$ cat config.mk
export PLATFORM = sky130hd
export DESIGN_NAME = seg7_char_receiver
export DESIGN_NICKNAME = d
export VERILOG_FILES = /design/src/rtl/seg7_char_receiver_pkg.sv /design/src/rtl/seg7_digit_filter.sv /design/src/rtl/seg7_char_receiver.sv
export SDC_FILE = /design/constraint.sdc
export NUM_CORES = 1
export LEC_CHECK = 0
export ABC_AREA = 1
export CAP_MARGIN = 25
export CELL_PAD_IN_SITES_DETAIL_PLACEMENT = 1
export CELL_PAD_IN_SITES_GLOBAL_PLACEMENT = 1
export CORE_ASPECT_RATIO = 0.8
export CORE_MARGIN = 1.5
export CORE_UTILIZATION = 40
export CTS_CLUSTER_DIAMETER = 100
export DETAILED_ROUTE_END_ITERATION = 16
export MAX_ROUTING_LAYER = met4
export PLACE_DENSITY = 0.75
export RECOVER_POWER = 100
export SLEW_MARGIN = 0
export SYNTH_ARGS = -nofsm -noshare
export SYNTH_HDL_FRONTEND = slang
export SYNTH_SLANG_ARGS = --single-unit
$ cat constraint.sdc
create_clock -name Clock -period 4.3 [get_ports Clock]
set_clock_uncertainty 0.15 [all_clocks]
set_input_delay 0.645 -clock Clock [delete_from_list [all_inputs] [get_ports Clock]]
set_output_delay 0.645 -clock Clock [all_outputs]
set_load 0.01 [all_outputs]
$ cat src/rtl/seg7_char_receiver_pkg.sv
// Shared character codes, segment patterns and helpers for the
// 3-digit 7-segment character link (receive side).
package seg7_char_receiver_pkg;

    localparam logic [1:0] CH_2     = 2'b00;
    localparam logic [1:0] CH_5     = 2'b01;
    localparam logic [1:0] CH_3     = 2'b10;
    localparam logic [1:0] CH_BLANK = 2'b11;

    // Active-low, bit0 = a .. bit6 = g
    localparam logic [6:0] PAT_2     = 7'b0100100;
    localparam logic [6:0] PAT_5     = 7'b0010010;
    localparam logic [6:0] PAT_3     = 7'b0110000;
    localparam logic [6:0] PAT_BLANK = 7'b1111111;

    localparam logic [5:0] WORD_BLANK = 6'b111111;

    typedef enum logic {
        ST_WAIT,
        ST_SHOW
    } state_e;

    // Returns {bad, code}; unknown patterns read as blank and flag bad.
    function automatic logic [2:0] seg_decode(input logic [6:0] pat);
        logic [2:0] r;
        r = {1'b1, CH_BLANK};
        case (pat)
            PAT_2:     r = {1'b0, CH_2};
            PAT_5:     r = {1'b0, CH_5};
            PAT_3:     r = {1'b0, CH_3};
            PAT_BLANK: r = {1'b0, CH_BLANK};
            default:   r = {1'b1, CH_BLANK};
        endcase
        return r;
    endfunction

    // Word rotated left by one digit: {c1,c0,c2}
    function automatic logic [5:0] rotl_word(input logic [5:0] w);
        return {w[3:0], w[5:4]};
    endfunction

endpackage

$ cat src/rtl/seg7_digit_filter.sv
// One display digit: input register, stability counter and decoder.
// The digit is settled once its sample has repeated STABLE_CYCLES times.
module seg7_digit_filter
    import seg7_char_receiver_pkg::*;
#(
    parameter int STABLE_CYCLES = 4,
    parameter int CNT_W         = $clog2(STABLE_CYCLES + 1)
) (
    input  logic       clk_i,
    input  logic       rst_i,
    input  logic [6:0] hex_i,
    output logic [1:0] code_o,
    output logic       bad_o,
    output logic       settled_o
);

    localparam logic [CNT_W-1:0] CNT_MAX = CNT_W'(STABLE_CYCLES);

    logic [6:0]       sample_q;
    logic [CNT_W-1:0] cnt_q;
    logic [CNT_W-1:0] cnt_d;
    logic [2:0]       dec;

    // Count repeats of the incoming sample, restart on any difference
    always_comb begin
        cnt_d = cnt_q;
        if (hex_i != sample_q) begin
            cnt_d = '0;
        end else if (cnt_q != CNT_MAX) begin
            cnt_d = cnt_q + CNT_W'(1);
        end
    end

    // Sample register and counter
    always_ff @(posedge clk_i or posedge rst_i) begin
        if (rst_i) begin
            sample_q <= PAT_BLANK;
            cnt_q    <= '0;
        end else begin
            sample_q <= hex_i;
            cnt_q    <= cnt_d;
        end
    end

    assign dec       = seg_decode(sample_q);
    assign code_o    = dec[1:0];
    assign bad_o     = dec[2];
    assign settled_o = (cnt_q == CNT_MAX);

endmodule

$ cat src/rtl/seg7_char_receiver.sv
// Receive end of the 3-digit character link: filters three digits,
// presents each settled display change once over valid/ready.
module seg7_char_receiver
    import seg7_char_receiver_pkg::*;
#(
    parameter int STABLE_CYCLES = 4,
    parameter int CNT_W         = $clog2(STABLE_CYCLES + 1)
) (
    input  logic       Clock,
    input  logic       Reset,
    input  logic [6:0] HEX0_in,
    input  logic [6:0] HEX1_in,
    input  logic [6:0] HEX2_in,
    output logic [5:0] word_out,
    output logic       word_valid,
    input  logic       word_ready,
    output logic       illegal,
    output logic       rotated,
    output logic       overrun
);

    logic [6:0] hex_w  [3];
    logic [1:0] code_w [3];
    logic [2:0] bad_w;
    logic [2:0] settled_w;

    assign hex_w[0] = HEX0_in;
    assign hex_w[1] = HEX1_in;
    assign hex_w[2] = HEX2_in;

    for (genvar g = 0; g < 3; g++) begin : g_dig
        seg7_digit_filter #(
            .STABLE_CYCLES(STABLE_CYCLES),
            .CNT_W        (CNT_W)
        ) u_filt (
            .clk_i    (Clock),
            .rst_i    (Reset),
            .hex_i    (hex_w[g]),
            .code_o   (code_w[g]),
            .bad_o    (bad_w[g]),
            .settled_o(settled_w[g])
        );
    end

    logic [5:0] cand;
    logic       cand_bad;
    logic       all_settled;

    assign cand        = {code_w[2], code_w[1], code_w[0]};
    assign cand_bad    = |bad_w;
    assign all_settled = &settled_w;

    state_e     state_q, state_d;
    logic [5:0] out_q, out_d;
    logic       ill_q, ill_d;
    logic       rot_q, rot_d;
    logic       ovr_q, ovr_d;
    logic [5:0] pend_q, pend_d;
    logic       pbad_q, pbad_d;
    logic       pfull_q, pfull_d;
    logic [5:0] last_q, last_d;
    logic       hasp_q, hasp_d;

    // Next-state: load on new settled word, hold while shown, buffer one change
    always_comb begin
        state_d = state_q;
        out_d   = out_q;
        ill_d   = ill_q;
        rot_d   = rot_q;
        ovr_d   = ovr_q;
        pend_d  = pend_q;
        pbad_d  = pbad_q;
        pfull_d = pfull_q;
        last_d  = last_q;
        hasp_d  = hasp_q;
        unique case (state_q)
            ST_WAIT: begin
                if (all_settled && cand != last_q) begin
                    out_d   = cand;
                    ill_d   = cand_bad;
                    rot_d   = hasp_q && (cand == rotl_word(last_q));
                    state_d = ST_SHOW;
                end
            end
            ST_SHOW: begin
                if (word_ready) begin
                    last_d = out_q;
                    hasp_d = 1'b1;
                    if (pfull_q) begin
                        out_d   = pend_q;
                        ill_d   = pbad_q;
                        rot_d   = (pend_q == rotl_word(out_q));
                        pfull_d = 1'b0;
                    end else begin
                        state_d = ST_WAIT;
                    end
                end else if (all_settled && cand != out_q &&
                             !(pfull_q && cand == pend_q)) begin
                    pend_d  = cand;
                    pbad_d  = cand_bad;
                    pfull_d = 1'b1;
                    if (pfull_q) begin
                        ovr_d = 1'b1;
                    end
                end
            end
            default: state_d = ST_WAIT;
        endcase
    end

    // State and output registers
    always_ff @(posedge Clock or posedge Reset) begin
        if (Reset) begin
            state_q <= ST_WAIT;
            out_q   <= WORD_BLANK;
            ill_q   <= 1'b0;
            rot_q   <= 1'b0;
            ovr_q   <= 1'b0;
            pend_q  <= WORD_BLANK;
            pbad_q  <= 1'b0;
            pfull_q <= 1'b0;
            last_q  <= WORD_BLANK;
            hasp_q  <= 1'b0;
        end else begin
            state_q <= state_d;
            out_q   <= out_d;
            ill_q   <= ill_d;
            rot_q   <= rot_d;
            ovr_q   <= ovr_d;
            pend_q  <= pend_d;
            pbad_q  <= pbad_d;
            pfull_q <= pfull_d;
            last_q  <= last_d;
            hasp_q  <= hasp_d;
        end
    end

    assign word_valid = (state_q == ST_SHOW);
    assign word_out   = out_q;
    assign illegal    = ill_q;
    assign rotated    = rot_q;
    assign overrun    = ovr_q;

endmodule
==> results.md, run 1 <==
- Status: complete, no violations
- Top cell by count, worst path: nand2_1
- Tot GR Track Use: 0.216
- CP required: 4410 ps
- Depth of the CTS H-tree: 2
- Slew at the pin closest to its max-slew limit: 689 ps
- Fin Setup TNS: 0 ps
- CTS tree: done
- FMAX: 377 MHz
- Die Y: 85.0 um
- Met2 usage: 0.348
- Via-to-Cell Ratio: 5.02
- Clock buffers created by TritonCTS: 5
- Vias in the first global route: 3009
- Peak VDD IR: 0.121 mV
- Mapped cell area: 3360 um^2
- Post-CTS Setup Bufs: 0
- Reg2reg setup slack: 1650 ps
- CP top delay family: simple AND/OR/NAND/NOR gates
- DR pass1 iterations: 4
- Mapped Nets: 445
- Max-slew headroom: 0.537
- Initial Utilization: 0.417
- Clock buffer depth: 2
- Total Wirelength: 8600 um
- Drt first-iter violations: 124
- Mapped Cells: between 400 and 500
- Die width: 105 um
- Avg Cell Area, Syn: around 8 um^2
- Hold Vio Cnt, Final: 0
- # IOs: 34
- Clk pin slew, worst setup/hold paths: around 100 ps
- Critical Path End Type: flop
- Clock root buffer: clkbuf_8
- Hold buffers post-CTS: 0
- Worst skew pair latency: a little over 300 ps
- Hold path depth: 2
- Crit path launch type: flop
- Max-Cap Viols: 0
- Global-route wire length before repair: 14800 um
- Synth cell types: 28
- CP max FO: 8
- Final Slew Violations: 0
- Clock Sink Count: 55
- Final GP Congestion: 0.902
- Cell Chain, Critical Path: nor2_1 -> nand2_1 -> nor2_2 -> nor2_2 -> nand2_2 -> nand2_2 -> nand2_1 -> nand2_1 -> nor2_4 -> a21oi_1 -> nand4_1 -> nand2_1
- HPWL Detailed: 6760 um
- Post-synth top area cell: dfstp_2
- Antenna-violating nets left: 0
- DRC errors left: 0
- Yosys top cell area share: 0.305
- YS warnings: 0
- Most Used Layer, Global Route: met2
- Flops & latches, synth: 55
- Initial antenna violation count: 0
- Overflow after GRT: 0
- Fillers: 1024
- Pre-CTS setup slack: between 1500 and 2000 ps
- Diode count: 0
- Worst Hold End: overrun$_DFFE_PP0P_
- Static Leak: 1.71 nW
- IO buf count: 33
- PwrDens: 251 nW/um^2
- Fin nets: 485
- Critical path buffers and inverters: 0
- Number of gates resized after cts: 0
- Core Footprint: 8060 um^2
- Crit path from: g_dig[2].u_filt.sample_q[2]$_DFF_PP1_
- Routed via count: 2833
- Pin count of the biggest net entering global routing: 46
- CP max-delay cell: dfstp_1
- Hold Startpoint: overrun$_DFFE_PP0P_
- # setup viols final: 0
- Seq/Total Area, Yosys: 0.424
- WL/cell: 15.3 um
- R2r startpoint: g_dig[2].u_filt.sample_q[2]$_DFF_PP1_
- GR Util met3: 0.0276
- CP arrival: 2760 ps
- Reg2Reg Capture Point: overrun$_DFFE_PP0P_
- HP Class: flop to flop
- Worst reg2reg path depth: 12
- CP peak stage delay: 650 ps
- Met1 Use GR: 0.294
- Critical path type: flop to flop
- Area growth syn-to-layout: 16.3%
- Shortest period the worst path allows: about 2700 ps
- Share of layout cells above drive strength 1: 0.195
- Top cells by area, synth: dfstp_2 (30%), nand2_1 (12%), dfrtp_1 (12%)
- Die ar.: 8960 um^2
- Period utilization: 0.617
- Site Rows: 29
- RSZ-0062 raised after global routing: false
- Final worst slack: 1650 ps
## synth_stat cells (all sizes together)
library cell  instances
xnor2                18
nand4                13
nor3                  5
inv                  49
o21ai                14
a221oi                1
a31oi                 1
a21oi                10
dfstp                39
nor4                  1
xor2                 21
or2                   2
nand3b                1
clkbuf                3
o22ai                 2
dfrtp                16
nand2               122
nand3                37
ha                    6
nor2                 54
## sequential cells by signal, summed over array words and instances, names as in the netlist, 6 cells and up
register,count
last_q,6
word_out,6
g_dig.u_filt.sample_q,21
pend_q,6
g_dig.u_filt.cnt_q,9
## kinds of logic (layout without fill, tap and decap cells)
family | count (synthesis) | in the layout | synth area share
buf+inv | 52 | 93 | 0.0581
flops | 55 | 55 | 0.424
fa+ha+maj | 6 | 6 | 0.0223
simple gates | 235 | 235 | 0.347
compound gates | 28 | 28 | 0.0473
xor+xnor | 39 | 39 | 0.102
## layer usage
metal	wire, um	share of wire
met1	4300	0.50
met2	3910	0.45
met3	288	0.033
met4	102	0.012
met5	0	0
## tightest hold or removal path: cells and delay by family (launching register included)
family                 cells  cell delay [ps]
and+or+nand+nor            1               50
DFF                        1              360
buffers and inverters      1               40
## layout make-up
class | instances | area [um^2] | area share
Clock buffer | 5 | 68.8 | 0.0176
Clock inverter | 3 | 23.8 | 0.00608
Inverter | 49 | 184 | 0.0471
Multi-Input combinational cell | 308 | 1710 | 0.439
Sequential cell | 55 | 1430 | 0.365
Tap cell | 108 | 135 | 0.0346
Timing Repair Buffer | 36 | 358 | 0.0915
## layout by cell type, fill, tap and decap left out, drive strengths merged
master         synthesis  final
nor3                   5      5
a31oi                  1      1
nor4                   1      1
buf                    0      1
dfstp                 39     39
xor2                  21     21
nand3                 37     37
or2                    2      2
o21ai                 14     14
a221oi                 1      1
xnor2                 18     18
nor2                  54     54
clkbuf                 3      7
nand2                122    122
dlygate4sd3            0     31
nand3b                 1      1
o22ai                  2      2
clkinvlp               0      2
nand4                 13     13
inv                   49     50
a21oi                 10     10
ha                     6      6
clkdlybuf4s50          0      2
dfrtp                 16     16
## where the power goes
group	total (mW)	switching (mW)	internal, mW
Clock	0.295	0.178	0.117
Combinational	0.115	0.0624	0.0527
Sequential	0.570	0.0236	0.547
Total	0.981	0.264	0.716
## metrics by stage
| step | hold slack (ps) | cells | utilization | instance area, um^2 | power, mW |
|---|---|---|---|---|---|
| CTS | 342 | 563 | 0.487 | 3920 | 1.01 |
| detailed placement | 317 | 555 | 0.475 | 3830 | 0.700 |
| finish | 336 | 564 | 0.485 | 3910 | 0.981 |
| global route | 357 | 564 | 0.485 | 3910 | 1.03 |
| floorplan | 290 | 415 | - | 3360 | 0.639 |
| global placement | 302 | 555 | 0.475 | 3830 | 0.696 |
## how the worst max path moves through the flow
| stage | to | depth (start not counted) |
|---|---|---|
| finish | overrun$_DFFE_PP0P_ | 12 |
| CTS | rotated$_DFFE_PP0P_ | 10 |
| global placement | rotated$_DFFE_PP0P_ | 10 |
| global route | overrun$_DFFE_PP0P_ | 8 |
| detailed placement | rotated$_DFFE_PP0P_ | 10 |
| floorplan | g_dig[0].u_filt.cnt_q[0]$_DFFE_PP0P_ | 1 |
Power figures use the tool's default switching activity.
==> inputs of run 2 (changes only) <==
- clock period: 4.3 -> 2.74 ns (I/O delays scaled with it)
==> run 2 against run 1 <==
  * Utilization grew 0.19 points
  * Worst setup slack lost 1300 ps
  * Non-clock buffer count grew 1
  * Cell count grew 0.18%
  * Sequential cell count is the same
  * Largest cell class unchanged
  * Highest routed layer unchanged
==> results.md, run 2 (synthesis results as in run 1) <==
- Status: complete, no violations (unchanged)
- Final GP Congestion: 0.950 (was 0.902)
- Fin Setup TNS: 0 ps (unchanged)
- Global-route wire length before repair: 14600 um (was 14800 um)
- Critical path type: flop to flop (unchanged)
- Post-CTS Setup Bufs: 0 (unchanged)
- Die width: 105 um (unchanged)
- CP arrival: 2480 ps (was 2760 ps)
- Worst setup path endpoint: pfull_q$_DFFE_PP0P_ (was overrun$_DFFE_PP0P_)
- Overflow after GRT: 0 (unchanged)
- Static Leak: 1.72 nW (was 1.71 nW)
- Core Footprint: 8060 um^2 (unchanged)
- Hold Vio Cnt, Final: 0 (unchanged)
- PwrDens: 399 nW/um^2 (was 251 nW/um^2)
- Antenna-violating nets left: 0 (unchanged)
- Most frequent cells in the layout: nand2_1 (108), inv_1 (45), dfstp_2 (36) (was nand2_1 (109), inv_1 (45), dfstp_2 (36))
- Core Util, Final: 0.487 (was 0.485)
- Top reg by flops: g_dig.u_filt.sample_q (unchanged)
- Area growth syn-to-layout: 16.8% (was 16.3%)
- IO buf count: 33 (unchanged)
- CP required: 2800 ps (was 4410 ps)
- Diode count: 0 (unchanged)
- Via-to-Cell Ratio: 4.95 (was 5.02)
- Final Slew Violations: 0 (unchanged)
- # IOs: 34 (unchanged)
- CP max FO: 10 (was 8)
- WL/cell: 15.1 um (was 15.3 um)
- HPWL Detailed: 6870 um (was 6760 um)
- Clk pin slew, worst setup/hold paths: 90 ps (was 100 ps)
- DRC errors left: 0 (unchanged)
- Max-Cap Viols: 0 (unchanged)
- Clock buffers created by TritonCTS: 5 (unchanged)
- Clock Sink Count: 55 (unchanged)
- Max FFs per register: 21 (unchanged)
- Peak VDD IR: 0.281 mV (was 0.121 mV)
- HP Class: flop to flop (unchanged)
- Total Wirelength: 8520 um (was 8600 um)
- Fin nets: 486 (was 485)
- Reg2reg setup slack: 320 ps (was 1650 ps)
- Vias in the first global route: 2948 (was 3009)
- Share of layout cells above drive strength 1: 0.197 (was 0.195)
- Max-slew headroom: 0.248 (was 0.537)
- Final Cell Area: 3920 um^2 (was 3910 um^2)
- Clock root buffer: clkbuf_8 (unchanged)
- Die Y: 85.0 um (unchanged)
- Leading cell type in the layout, fill and taps excluded: nand2_1 (unchanged)
- FMAX: 413 MHz (was 377 MHz)
- Overall Power: 1.57 mW (was 981 uW)
- Period utilization: 0.883 (was 0.617)
- Die ar.: 8960 um^2 (unchanged)
- # setup viols final: 0 (unchanged)
- Critical Path End Type: flop (unchanged)
- Initial Utilization: 0.417 (unchanged)
- Routed via count: 2796 (was 2833)
- Number of gates resized after cts: 0 (unchanged)
- RSZ-0062 raised after global routing: false (unchanged)
- Site Rows: 29 (unchanged)
- Drt first-iter violations: 134 (was 124)
- CTS tree: done (unchanged)
- Worst reg2reg path depth: 13 (was 12)
- DR pass1 iterations: 4 (unchanged)
- Tot GR Track Use: 0.214 (was 0.216)
- Slew at the pin closest to its max-slew limit: 1130 ps (was 689 ps)
- Depth of the CTS H-tree: 2 (unchanged)
- Pin count of the biggest net entering global routing: 21 (was 46)
- Crit path from: g_dig[2].u_filt.sample_q[4]$_DFF_PP1_ (was g_dig[2].u_filt.sample_q[2]$_DFF_PP1_)
- Clock buffer depth: 2 (unchanged)
- R2r startpoint: g_dig[2].u_filt.sample_q[4]$_DFF_PP1_ (was g_dig[2].u_filt.sample_q[2]$_DFF_PP1_)
- Hold buffers post-CTS: 0 (unchanged)
- Reg2Reg Capture Point: pfull_q$_DFFE_PP0P_ (was overrun$_DFFE_PP0P_)
- Biggest regs: g_dig.u_filt.sample_q: 21 flops, g_dig.u_filt.cnt_q: 9 flops (unchanged)
- Worst skew pair latency: 310 ps (about the same)
- Placed cell area: 3840 um^2 (was 3830 um^2)
- Initial antenna violation count: 0 (unchanged)
- Crit path launch type: flop (unchanged)
- Shortest period the worst path allows: 2420 ps (was 2650 ps)
## run 2: cell count changes in the layout (fill, tap and decap cells not counted)
cell | before | now
nand2_1 | 109 | 108
buf_12 | 1 | 0
inv_6 | 1 | 0
clkbuf_1 | 2 | 4
clkinvlp_4 | 2 | 0
clkdlybuf4s50_1 | 2 | 3
clkbuf_8 | 5 | 7
a21oi_1 | 10 | 9
dlygate4sd3_1 | 31 | 30
nand2_4 | 5 | 7
nand2_2 | 8 | 7
a21oi_2 | 0 | 1
buf_4 | 0 | 1
## run 2: layout make-up
cell class,count,area (um^2)
Clock buffer,8,100
Fill cell,1008,4130
Inverter,49,184
Multi-Input combinational cell,308,1730
Sequential cell,55,1430
Tap cell,108,135
Timing Repair Buffer,37,349
## run 2: how the worst min path moves through the flow
stage | startpoint | endpoint | cells past startpoint
6_report | overrun$_DFFE_PP0P_ | overrun$_DFFE_PP0P_ | 2
5_1_grt | overrun$_DFFE_PP0P_ | overrun$_DFFE_PP0P_ | 2
4_1_cts | Reset | g_dig[2].u_filt.cnt_q[1]$_DFFE_PP0P_ | 2
3_5_place_dp | overrun$_DFFE_PP0P_ | overrun$_DFFE_PP0P_ | 2
3_3_place_gp | overrun$_DFFE_PP0P_ | overrun$_DFFE_PP0P_ | 2
2_1_floorplan | HEX0_in[0] | g_dig[0].u_filt.sample_q[0]$_DFF_PP1_ | 0
## run 2: per-layer routing
metal / GRT usage / part of all wire
met1: 0.289 / 0.50
met2: 0.327 / 0.44
met3: 0.0415 / 0.042
met4: 0.0610 / 0.014
met5: - / 0
## run 2: per-stage QoR
| step | std cells | hold slack, ps | worst slack, ps |
|---|---|---|---|
| 2_1_floorplan | 415 | 265 | 790 |
| 3_3_place_gp | 557 | 305 | 437 |
| 3_5_place_dp | 557 | 312 | 413 |
| 4_1_cts | 565 | 249 | 360 |
| 5_1_grt | 565 | 337 | 115 |
| 6_report | 565 | 326 | 321 |
## run 2: critical path, cell delays in order, from the launching register on
cell,delay (ps)
dfstp_2,570
inv_1,90
nor2_1,110
nand2_1,70
nor2_2,110
nor2_2,70
nand2_2,110
nand2_1,210
nand2_1,150
nand3_1,120
nor2_2,160
nand2_4,120
a31oi_1,200
nor2_1,60
## run 2: power by group
group	switching [mW]	total (mW)	leakage, nW	internal, mW
sequential	0.0363	0.894	0.618	0.858
combinational	0.0985	0.179	1.05	0.0801
clock	0.263	0.495	0.0515	0.231
==> inputs of run 3 (changes only) <==
- CORE_MARGIN: 1.5 -> 4
- GPL_TIMING_DRIVEN: unset -> 1
==> run 3 against run 2 <==
  * Cell count is 0.35% lower
  * Design area is essentially flat
  * Clock-buffer cell count unchanged
  * Global-route usage decreased by 2.6 points
  * Sequential share of layout area is essentially flat
  * Maximum frequency up 1.9%
  * Total power shrank 0.18%
  * Die area grew 11%
  * Worst setup slack better by 45 ps
  * Critical path type unchanged
  * Largest cell class unchanged
  * Largest power group unchanged
==> results.md, run 3 (synthesis results as in run 1) <==
- Clock Sink Count: 55 (unchanged)
- Die Y: 90.0 um (was 85.0 um)
- Pin count of the biggest net entering global routing: 33 (was 21)
- Share of layout cells above drive strength 1: 0.198 (was 0.197)
- Biggest regs: g_dig.u_filt.sample_q: 21 flops, g_dig.u_filt.cnt_q: 9 flops (unchanged)
- RSZ-0062 raised after global routing: false (unchanged)
- Max-slew headroom: 0.399 (was 0.248)
- Clk pin slew, worst setup/hold paths: 90 ps (about the same)
- Leading cell type in the layout, fill and taps excluded: nand2_1 (unchanged)
- Final Slew Violations: 0 (unchanged)
- Worst skew pair latency: 310 ps (about the same)
- Core Footprint: 8060 um^2 (unchanged)
- Overflow after GRT: 0 (unchanged)
- Routed via count: 2818 (was 2796)
- FMAX: 421 MHz (was 413 MHz)
- Global-route wire length before repair: 15000 um (was 14600 um)
- Diode count: 0 (unchanged)
- Post-CTS Setup Bufs: 0 (unchanged)
- HP Class: flop to flop (unchanged)
- Antenna-violating nets left: 0 (unchanged)
- WL/cell: 15.5 um (was 15.1 um)
- Total Wirelength: 8740 um (was 8520 um)
- Initial antenna violation count: 0 (unchanged)
- Drt first-iter violations: 105 (was 134)
- Max FFs per register: 21 (unchanged)
- CP required: 2790 ps (was 2800 ps)
- Peak VDD IR: 0.224 mV (was 0.281 mV)
- Combinational share of power: 0.113 (was 0.114)
- Clock root buffer: clkbuf_8 (unchanged)
- CTS tree: done (unchanged)
- Shortest period the worst path allows: 2370 ps (was 2420 ps)
- Most frequent cells in the layout: nand2_1 (107), inv_1 (45), nor2_1 (35), dfstp_2 (35), nand3_1 (34) (was nand2_1 (108), inv_1 (45), dfstp_2 (36))
- Clock buffers created by TritonCTS: 5 (unchanged)
- CP max FO: 10 (unchanged)
- Crit path launch type: flop (unchanged)
- Clock buffer depth: 2 (unchanged)
- # IOs: 34 (unchanged)
- Via-to-Cell Ratio: 5.01 (was 4.95)
- Slew at the pin closest to its max-slew limit: 901 ps (was 1130 ps)
- # setup viols final: 0 (unchanged)
- DRC errors left: 0 (unchanged)
- Critical Path End Type: flop (unchanged)
- Static Leak: 1.72 nW (about the same)
- Die width: 110 um (was 105 um)
- Tot GR Track Use: 0.188 (was 0.214)
- Depth of the CTS H-tree: 2 (unchanged)
- DR pass1 iterations: 4 (unchanged)
- Net Sw Power: 396 uW (was 398 uW)
- Area growth syn-to-layout: 16.6% (was 16.8%)
- Pint: 1.17 mW (about the same)
- Top reg by flops: g_dig.u_filt.sample_q (unchanged)
- Max-Cap Viols: 0 (unchanged)
- Hold Vio Cnt, Final: 0 (unchanged)
- Pre-CTS setup slack: 508 ps (was 413 ps)
- Hold buffers post-CTS: 0 (unchanged)
- Critical path type: flop to flop (unchanged)
- Site Rows: 29 (unchanged)
- IO buf count: 33 (unchanged)
- Status: complete, no violations (unchanged)
- Initial Utilization: 0.417 (unchanged)
- Hold Startpoint: overrun$_DFFE_PP0P_ (unchanged)
- Fin nets: 484 (was 486)
- Part of the power in registers: 0.571 (was 0.570)
- Fin Setup TNS: 0 ps (unchanged)
- Final GP Congestion: 0.893 (was 0.950)
- Net Sw Frac: 0.253 (was 0.254)
- CP arrival: 2430 ps (was 2480 ps)
- Crit path from: g_dig[0].u_filt.sample_q[3]$_DFF_PP1_ (was g_dig[2].u_filt.sample_q[4]$_DFF_PP1_)
- Fillers: 1010 (was 1008)
- Die ar.: 9940 um^2 (was 8960 um^2)
- Period utilization: 0.866 (was 0.883)
- Final worst slack: 366 ps (was 321 ps)
- R2r startpoint: g_dig[0].u_filt.sample_q[3]$_DFF_PP1_ (was g_dig[2].u_filt.sample_q[4]$_DFF_PP1_)
- Number of gates resized after cts: 0 (unchanged)
- PwrDens: 399 nW/um^2 (about the same)
- HPWL Detailed: 7020 um (was 6870 um)
- Clock power frac: 0.316 (about the same)
- Vias in the first global route: 3004 (was 2948)
run 3: power by group through the flow:
| stage | clock, mW | combinational, mW | sequential (mW) |
|---|---|---|---|
| final | 0.495 | 0.177 | 0.893 |
| after global routing | 0.561 | 0.199 | 0.899 |
| after CTS | 0.520 | 0.192 | 0.895 |
| after detailed placement | 0 | 0.191 | 0.908 |
| after global placement | 0 | 0.186 | 0.907 |
| after floorplan | 0 | 0.102 | 0.901 |
run 3: per-layer routing:
layer / wire [um] / track usage / share of wire / up-vias
met5: 0 / - / 0 / -
met4: 91 / 0.0400 / 0.010 / 0
met3: 450 / 0.0389 / 0.051 / 11
met2: 3970 / 0.287 / 0.45 / 62
met1: 4220 / 0.260 / 0.48 / 1355
li1: - / - / - / 1390
run 3: critical path, stage by stage (launching register included):
cell and delay, ps:
dfstp_1 600, nor2_1 80, nand2_1 80, nor2_1 60, nor2_2 390, xnor2_1 200
nand3_1 110, nor2_2 140, nand3_2 100, nand2_4 140, nand2_4 90, nand2_1 70
nand2_1 60
run 3: worst paths after layout:
check | endpoint | slack, ps | depth (start not counted)
worst max-delay path | illegal$_DFFE_PP0P_ | 370 | 12
worst max register to register | illegal$_DFFE_PP0P_ | 370 | 12
max in group asynchronous | g_dig[2].u_filt.cnt_q[1]$_DFFE_PP0P_ | 530 | 3
min in group asynchronous | rotated$_DFFE_PP0P_ | 580 | 2
worst min-delay path | overrun$_DFFE_PP0P_ | 320 | 2
worst min register to register | overrun$_DFFE_PP0P_ | 320 | 2
run 3: stage by stage:
stage / hold slack (ps) / power, mW / util / instance area (um^2) / cells
floorplan: 265 / 1.00 / - / 3360 / 415
global placement: 301 / 1.09 / 0.477 / 3840 / 555
detailed placement: 308 / 1.10 / 0.477 / 3840 / 555
CTS: 313 / 1.61 / 0.489 / 3940 / 563
global route: 356 / 1.66 / 0.487 / 3920 / 563
finish: 318 / 1.56 / 0.487 / 3920 / 563
run 3: layout make-up:
type / count / area [um^2] / share of cell area
sequential: 55 / 1430 / 0.364
tap: 108 / 135 / 0.0345
clock buffer: 8 / 100 / 0.0255
timing repair buffer: 35 / 343 / 0.0875
inverter: 49 / 184 / 0.0469
multi-input combinational: 308 / 1730 / 0.442
